--- src/rtl/lm32_interrupt_ctrl.sv ---
// LM32 interrupt controller: synchronised pins, per-channel edge/level capture,
// IE/IM/IP/ICFG CSRs and a registered priority-encoded dispatch vector.
module lm32_interrupt_ctrl #(
    parameter int                    INTERRUPTS  = 32,
    parameter int                    SYNC_STAGES = 2,
    parameter logic [INTERRUPTS-1:0] EDGE_RESET  = '0,
    parameter logic [4:0]            ICFG_CSR    = 5'h14
) (
    input  logic                  clk_i,
    input  logic                  rst_i,
    input  logic [INTERRUPTS-1:0] interrupt_n,
    input  logic                  stall_x,
    input  logic                  non_debug_exception,
    input  logic                  debug_exception,
    input  logic                  eret_q_x,
    input  logic                  bret_q_x,
    input  logic [4:0]            csr,
    input  logic [31:0]           csr_write_data,
    input  logic                  csr_write_enable,
    output logic [31:0]           csr_read_data,
    output logic                  interrupt_exception,
    output logic [4:0]            interrupt_vector,
    output logic                  interrupt_vector_valid
);

    localparam logic [4:0] IE_CSR = 5'h00;
    localparam logic [4:0] IM_CSR = 5'h01;
    localparam logic [4:0] IP_CSR = 5'h02;

    logic [INTERRUPTS-1:0] lvl, prev, rise, ip, im, icfg, clr, chg, pend, ip_next;
    logic [INTERRUPTS-1:0] wdata;
    logic                  ie, eie, bie, wr_ok;
    logic [4:0]            vec_next;

    generate
        if (SYNC_STAGES == 0) begin : g_nosync
            assign lvl = ~interrupt_n;
        end else begin : g_sync
            logic [SYNC_STAGES-1:0][INTERRUPTS-1:0] sync;
            // Flops reset to the deasserted (high) pin level.
            always_ff @(posedge clk_i or negedge rst_i) begin
                if (!rst_i) begin
                    sync <= '1;
                end else begin
                    sync[0] <= interrupt_n;
                    for (int i = 1; i < SYNC_STAGES; i++) sync[i] <= sync[i-1];
                end
            end
            assign lvl = ~sync[SYNC_STAGES-1];
        end
    endgenerate

    assign wdata = csr_write_data[INTERRUPTS-1:0];
    assign wr_ok = csr_write_enable & ~stall_x & ~non_debug_exception & ~debug_exception
                 & ~eret_q_x & ~bret_q_x;
    assign rise  = lvl & ~prev;
    assign clr   = (wr_ok && csr == IP_CSR) ? wdata : '0;
    assign chg   = (wr_ok && csr == ICFG_CSR) ? (wdata ^ icfg) : '0;
    assign pend  = ip & im;

    // A mode change flushes the channel; otherwise a rise beats a same-cycle clear.
    always_comb begin
        ip_next = '0;
        for (int c = 0; c < INTERRUPTS; c++) begin
            if (chg[c])       ip_next[c] = 1'b0;
            else if (icfg[c]) ip_next[c] = rise[c] | (ip[c] & ~clr[c]);
            else              ip_next[c] = lvl[c];
        end
    end

    always_comb begin
        vec_next = interrupt_vector;
        for (int i = INTERRUPTS - 1; i >= 0; i--) begin
            if (pend[i]) vec_next = 5'(i);
        end
    end

    always_ff @(posedge clk_i or negedge rst_i) begin
        if (!rst_i) begin
            prev                   <= '1;
            ip                     <= '0;
            im                     <= '0;
            icfg                   <= EDGE_RESET;
            interrupt_vector       <= '0;
            interrupt_vector_valid <= 1'b0;
        end else begin
            prev                   <= lvl;
            ip                     <= ip_next;
            interrupt_vector       <= vec_next;
            interrupt_vector_valid <= |pend;
            if (wr_ok && csr == IM_CSR)   im   <= wdata;
            if (wr_ok && csr == ICFG_CSR) icfg <= wdata;
        end
    end

    always_ff @(posedge clk_i or negedge rst_i) begin
        if (!rst_i) begin
            ie  <= 1'b0;
            eie <= 1'b0;
            bie <= 1'b0;
        end else if (non_debug_exception) begin
            eie <= ie;
            ie  <= 1'b0;
        end else if (debug_exception) begin
            bie <= ie;
            ie  <= 1'b0;
        end else if (!stall_x) begin
            if (eret_q_x)                     ie <= eie;
            else if (bret_q_x)                ie <= bie;
            else if (wr_ok && csr == IE_CSR) begin
                ie  <= csr_write_data[0];
                eie <= csr_write_data[1];
                bie <= csr_write_data[2];
            end
        end
    end

    assign interrupt_exception = ie & |pend;

    always_comb begin
        csr_read_data = '0;
        case (csr)
            IE_CSR:   csr_read_data = {29'b0, bie, eie, ie};
            IM_CSR:   csr_read_data = 32'(im);
            IP_CSR:   csr_read_data = 32'(ip);
            ICFG_CSR: csr_read_data = 32'(icfg);
            default:  csr_read_data = '0;
        endcase
    end

endmodule

--- config.mk ---
export PLATFORM = sky130hd
export DESIGN_NAME = lm32_interrupt_ctrl
export DESIGN_NICKNAME = d
export VERILOG_FILES = /design/src/rtl/lm32_interrupt_ctrl.sv
export SDC_FILE = /design/constraint.sdc
export NUM_CORES = 1
export LEC_CHECK = 0
export ABC_AREA = 1
export BUFFER_PORTS_ARGS = -buffer_cell sky130_fd_sc_hd__buf_2
export CORE_MARGIN = 2
export CORE_UTILIZATION = 38
export DETAILED_ROUTE_END_ITERATION = 8
export PLACE_DENSITY = 0.63
export REMOVE_ABC_BUFFERS = 1
export SYNTH_ARGS = -nofsm -noshare
export SYNTH_HDL_FRONTEND = slang
export SYNTH_SLANG_ARGS = --single-unit
--- constraint.sdc ---
create_clock -name clk_i -period 5.89 [get_ports clk_i]
set_input_delay 0.589 -clock clk_i [delete_from_list [all_inputs] [get_ports clk_i]]
set_output_delay 0.589 -clock clk_i [all_outputs]
set_load 0.02 [all_outputs]
-- After elaboration in Yosys (flattened, before gate mapping)
Cells that the tools add are included.
- bits in latches: 0
- bits in registers: 201
- memories: 0
- word-level logic and storage cells: 263
- RAM bits: 0
- input port bits: 77
- output and inout port bits: 39
- memory bits (read-only): 0
- multipliers: 0
- reductions and logical operators: 13
- div/mod/pow operators: 0
- multiplexer cells: 116
- shift-type cells: 0
- order comparisons: 0
- eq/ne operators: 11
- bitwise logic cells: 112
- add/sub/neg operators: 0
- operators by type and width (kind ; count):
    $mux W5 ; 32
    $pmux W32 S4 ; 1
    $mux W1 ; 81
    $and A32 B32 Y32 ; 2
    $mux W32 ; 2
    $not A32 Y32 ; 2
    $and A1 B1 Y1 ; 38
    $not A1 Y1 ; 37
    $or A1 B1 Y1 ; 32
    $reduce_bool A32 Y1 ; 1
    $reduce_or A32 Y1 ; 1
    $xor A32 B32 Y32 ; 1
    $ne A2 B2 Y1 const B ; 5
    $reduce_and A5 Y1 ; 2
    $eq A5 B1 Y1 const B ; 1
    $eq A5 B2 Y1 const B ; 1
    $eq A5 B5 Y1 const B ; 1
    $logic_not A5 Y1 ; 1
    $reduce_bool A5 Y1 ; 1
    $logic_and A1 B1 Y1 ; 4
    $ne A2 B1 Y1 const B ; 2
    $reduce_bool A2 Y1 ; 2
    $ne A3 B1 Y1 const B ; 1
    $reduce_and A2 Y1 ; 1

-- Longest topological paths before layout
- depth in word-level cells: 33
- depth in mapped cells: 33
- mapped depth without buffers: 33

-- Worst setup path after synthesis
Ideal clock, no wire load.
- kind: input-to-output
- start point: input csr[0]
- end point: output csr_read_data[11]
- cell stages on the path: 7
- setup slack: 3298 ps
- path buffers: 2
- required time: 5301 ps
- data arrival time: 2003 ps
- path through: nor2_1 > inv_1 > nor4_1 > inv_1 > clkbuf_1 > buf_1 > o211ai_1
- cells in the longest elaborated chain, start to end: 2
- elaborated cells on any way between the ends: 5
- those cells by class: 3 x eq/ne; 1 x mux; 1 x reduce/logical
- ends and longest elaborated chain (element ; RTL line ; source):
    from (decl) ; 17 ; input logic [4:0] csr,
    $eq A5 B5 Y1 (tied with other cells) ; 122 ; case (csr)
    $pmux W32 S4 (*) ; 122 ;
    to (decl) ; 20 ; output logic [31:0] csr_read_data,
Mark *: on every way between the ends. The rest lies on a longest branch, timed or not.

-- Worst setup path after layout
- start point: input csr[0]
- end point: register ip[4]
- cells in the longest elaborated chain, start to end: 8
- elaborated cells on any way between the ends: 11
- those cells by class: 2 x eq/ne; 4 x mux; 3 x bitwise; 2 x reduce/logical
- ends and longest elaborated chain (element ; RTL line ; source):
    $eq A5 B2 Y1 ; 57 ; assign clr = (wr_ok && csr == IP_CSR) ? wdata : '0;
    $logic_and A1 B1 Y1 ; 57 ;
    $mux W32 ; 57 ;
    $not A1 Y1 ; 66 ; else if (icfg[c]) ip_next[c] = rise[c] | (ip[c] & ~clr[c]);
    $and A1 B1 Y1 ; 66 ;
    $or A1 B1 Y1 ; 66 ;
    $mux W1 ; 66 ;
    $mux W1 (*) ; 65 ; if (chg[c]) ip_next[c] = 1'b0;
    named net ip_next[4] ; 30 ; logic [INTERRUPTS-1:0] lvl, prev, rise, ip, im, icfg, clr, chg, pend, ip_next;
    to (signal assigned) ; 88 ; ip <= ip_next;
    to (decl) ; 30 ;
The timed path passes the listed nets; every way through them passes the cells marked *.
A chain may end at the register's enable or synchronous reset.

==> qor.txt <==
outcome -> completed
Commonest cells post-synth -> nand2_1, inv_1, dfrtp_1
DR pass1 iterations -> 5
Setup CP Type -> input port to flop
area leader, netlist -> dfrtp_1
DIE AREA -> 0.0234 mm^2
cell count after synthesis -> 941
post-synthesis sequential area ratio -> 0.611
first-pass GRT wire length -> 32.3 mm
R2R Setup Slk -> 3.70 ns
Critical R2R Launch -> im[30]$_DFFE_PN0P_
WL per Instance -> 14.2 um
number of nets in the layout -> 1138
total gr overflow -> 0
HPWL after DPL -> 12.8 mm
FMAX -> 349 MHz
CP startpoint -> csr[0]
Leakage -> 4.94 nW
R2R depth -> 33
most frequent cell after synthesis -> nand2_1
fill count -> 2156
slew margin rel. -> 0.487
fin. max-slew vios -> 0
Final Cycle Share -> 0.487
total wire length -> 19.2 mm
Warnings, synthesis -> 0
DR vias -> 6459
Core Util, Final -> 0.459
Synth cell types -> 25
HP Class -> input port to async pin
slowest cell on the critical path -> nor2_4
EDFF count, synth -> 0
Worst Skew -> 0.0101 ns
maxcap violations -> 0
port buffer count -> 115
Main synth FF type -> dfrtp_1
Remaining DRCs -> 0
worst path required time -> 6.22 ns
fraction of layout cells with a size suffix above 1 -> 0.238
Power Density -> 311 mW/mm^2
Placeable Area -> 0.0218 mm^2
placed cells -> 1316
Post-DP Area -> 0.00933 mm^2
GRT Resource Usage Total -> 0.168
Die Wd -> 153 um
largest net degree at the start of global routing -> 95
Worst-Skew Late Latency -> 0.50 ns
CTS Hold Buffers Added -> 0
post_cts resized -> 0
num rows -> 54
min Tclk post-route -> 2.87 ns
RSZ-0062 raised after global routing -> no
measured slew at the worst slew-check pin -> 0.768 ns
FF-to-FF End -> interrupt_vector[0]$_DFFE_PN0N_
io pins -> 116
Post-synth ARST share -> 1.00
Critical Path Fanout Max -> 61
CTS tree -> built
IR Drop Worst-Case VDD -> 0.179 mV
RePlAce Congestion -> 0.751
CTS Root Cell -> clkbuf_16
Yosys top cell area share -> 0.312
setup TNS -> 0 ns
Startpoint Class -> input port
Mapped Area -> 0.00843 mm^2
Num CTS Buffers -> 23
non-filler cells in the finished layout -> 1357
Synth area leaders -> dfrtp_1, dfstp_2, nand2_1
CTS max path bufs -> 3
Layout area overhead -> 18.7%
setup violators final -> 0
Setup crit end kind -> flop
fin area -> 0.0100 mm^2
cell breakdown of the critical path -> buf_2 > nor2_1 > inv_1 > nor4_1 > inv_1 > buf_4 > nor2_4 > buf_4 > a32oi_1
Initial Utilization -> 0.386
vias in the first global route -> 6432
die height -> 153 um
post-CTS setup buffer count -> 0
CP peak stage delay -> 0.64 ns
Setup crit end -> ip[4]$_DFF_PN0_
Post-DRT Antenna Nets -> 0
drt initial violations -> 440
Clock Sinks -> 201
initial antenna violation count -> 1
Syn Area/Cell -> 8.96 um^2
H-tree levels -> 1
clk slew on worst S/H paths -> 0.06 ns
routed vias/inst -> 4.76
crit path DAT -> 3.20 ns
Seq cells post-synth -> 201
Final Hold Viols -> 0
-- cells in the final DEF (no fill, tap or decap) --
cell type,n
nand2_1,378
inv_1,116
buf_2,114
dfrtp_1,105
dfstp_2,96
o21ai_0,62
nand3_1,35
a32oi_1,32
o211ai_1,28
nor2_1,25
clkbuf_16,23
clkbuf_1,11
buf_4,8
o21ai_1,7
nand2_4,5
a21oi_1,5
clkbuf_8,4
o2111ai_1,3
nor4_1,2
nand4_1,2
a31oi_1,2
a211oi_1,2
clkinv_2,2
diode_2,1
nor3_2,1
o221ai_1,1
nor3_1,1
nor2_4,1
nor2_2,1
o31ai_1,1
o21a_1,1
o41ai_1,1
inv_8,1
-- registers in the layout, indices dropped and copies added, names as in the netlist --
signal and cells:
g_sync.sync 64, icfg 32, im 32, ip 32
prev 32, interrupt_vector 5, bie 1, eie 1
ie 1, interrupt_vector_valid 1
-- cells by family after synthesis --
logic type / after synthesis / share of synthesized area
AND/OR/NAND/NOR: 451 / 0.212
buffers and inverters: 144 / 0.0649
AO/OA/AOI/OAI: 145 / 0.112
flip-flops: 201 / 0.611
-- how the worst min path moves through the flow --
stage | depth (start not counted) | start | to | slack [ns]
floorplan | 0 | rst_i | bie$_DFFE_PN0P_ | 0.29
global placement | 0 | g_sync.sync[10]$_DFF_PN1_ | g_sync.sync[42]$_DFF_PN1_ | 0.35
detailed placement | 0 | g_sync.sync[29]$_DFF_PN1_ | g_sync.sync[61]$_DFF_PN1_ | 0.35
CTS | 1 | interrupt_n[7] | g_sync.sync[7]$_DFF_PN1_ | 0.17
global route | 1 | interrupt_n[10] | g_sync.sync[10]$_DFF_PN1_ | 0.17
finish | 1 | rst_i | icfg[9]$_DFFE_PN0P_ | 0.18
-- layer usage --
layer,wire [um],track usage
met1,9130,0.237
met2,8780,0.271
met3,1010,0.0340
met4,278,0.0348
met5,0,0
-- power by group --
part,internal [mW],switching [mW]
Clock,0.762,0.535
Sequential,1.49,0.0519
Combinational,0.0950,0.179
-- area by class of cell --
| type | count | area [um^2] | share of cell area |
|---|---|---|---|
| Tap cell | 280 | 350 | 0.0350 |
| Clock inverter | 3 | 21.3 | 0.00212 |
| Multi-Input combinational cell | 596 | 2750 | 0.275 |
| Timing Repair Buffer | 123 | 644 | 0.0644 |
| Sequential cell | 201 | 5150 | 0.514 |
| Antenna cell | 1 | 2.50 | 0.000250 |
| Inverter | 116 | 435 | 0.0435 |
| Clock buffer | 37 | 658 | 0.0657 |
-- stage by stage --
stage	setup slack [ns]	hold WS [ns]	total power [mW]
after detailed placement	2.51	0.347	1.84
after global routing	2.75	0.165	3.26
after global placement	2.62	0.346	1.84
final	3.02	0.179	3.11
after floorplan	1.11	0.293	1.70
after CTS	3.01	0.170	3.16
-- worst max-delay path, delay by kind of cell --
family	cells	cell delay, ns
AO/OA/AOI/OAI	1	0.20
AND/OR/NAND/NOR	3	1.18
buffers and inverters	5	1.18
Note: power is estimated with default switching activity, not from simulation.
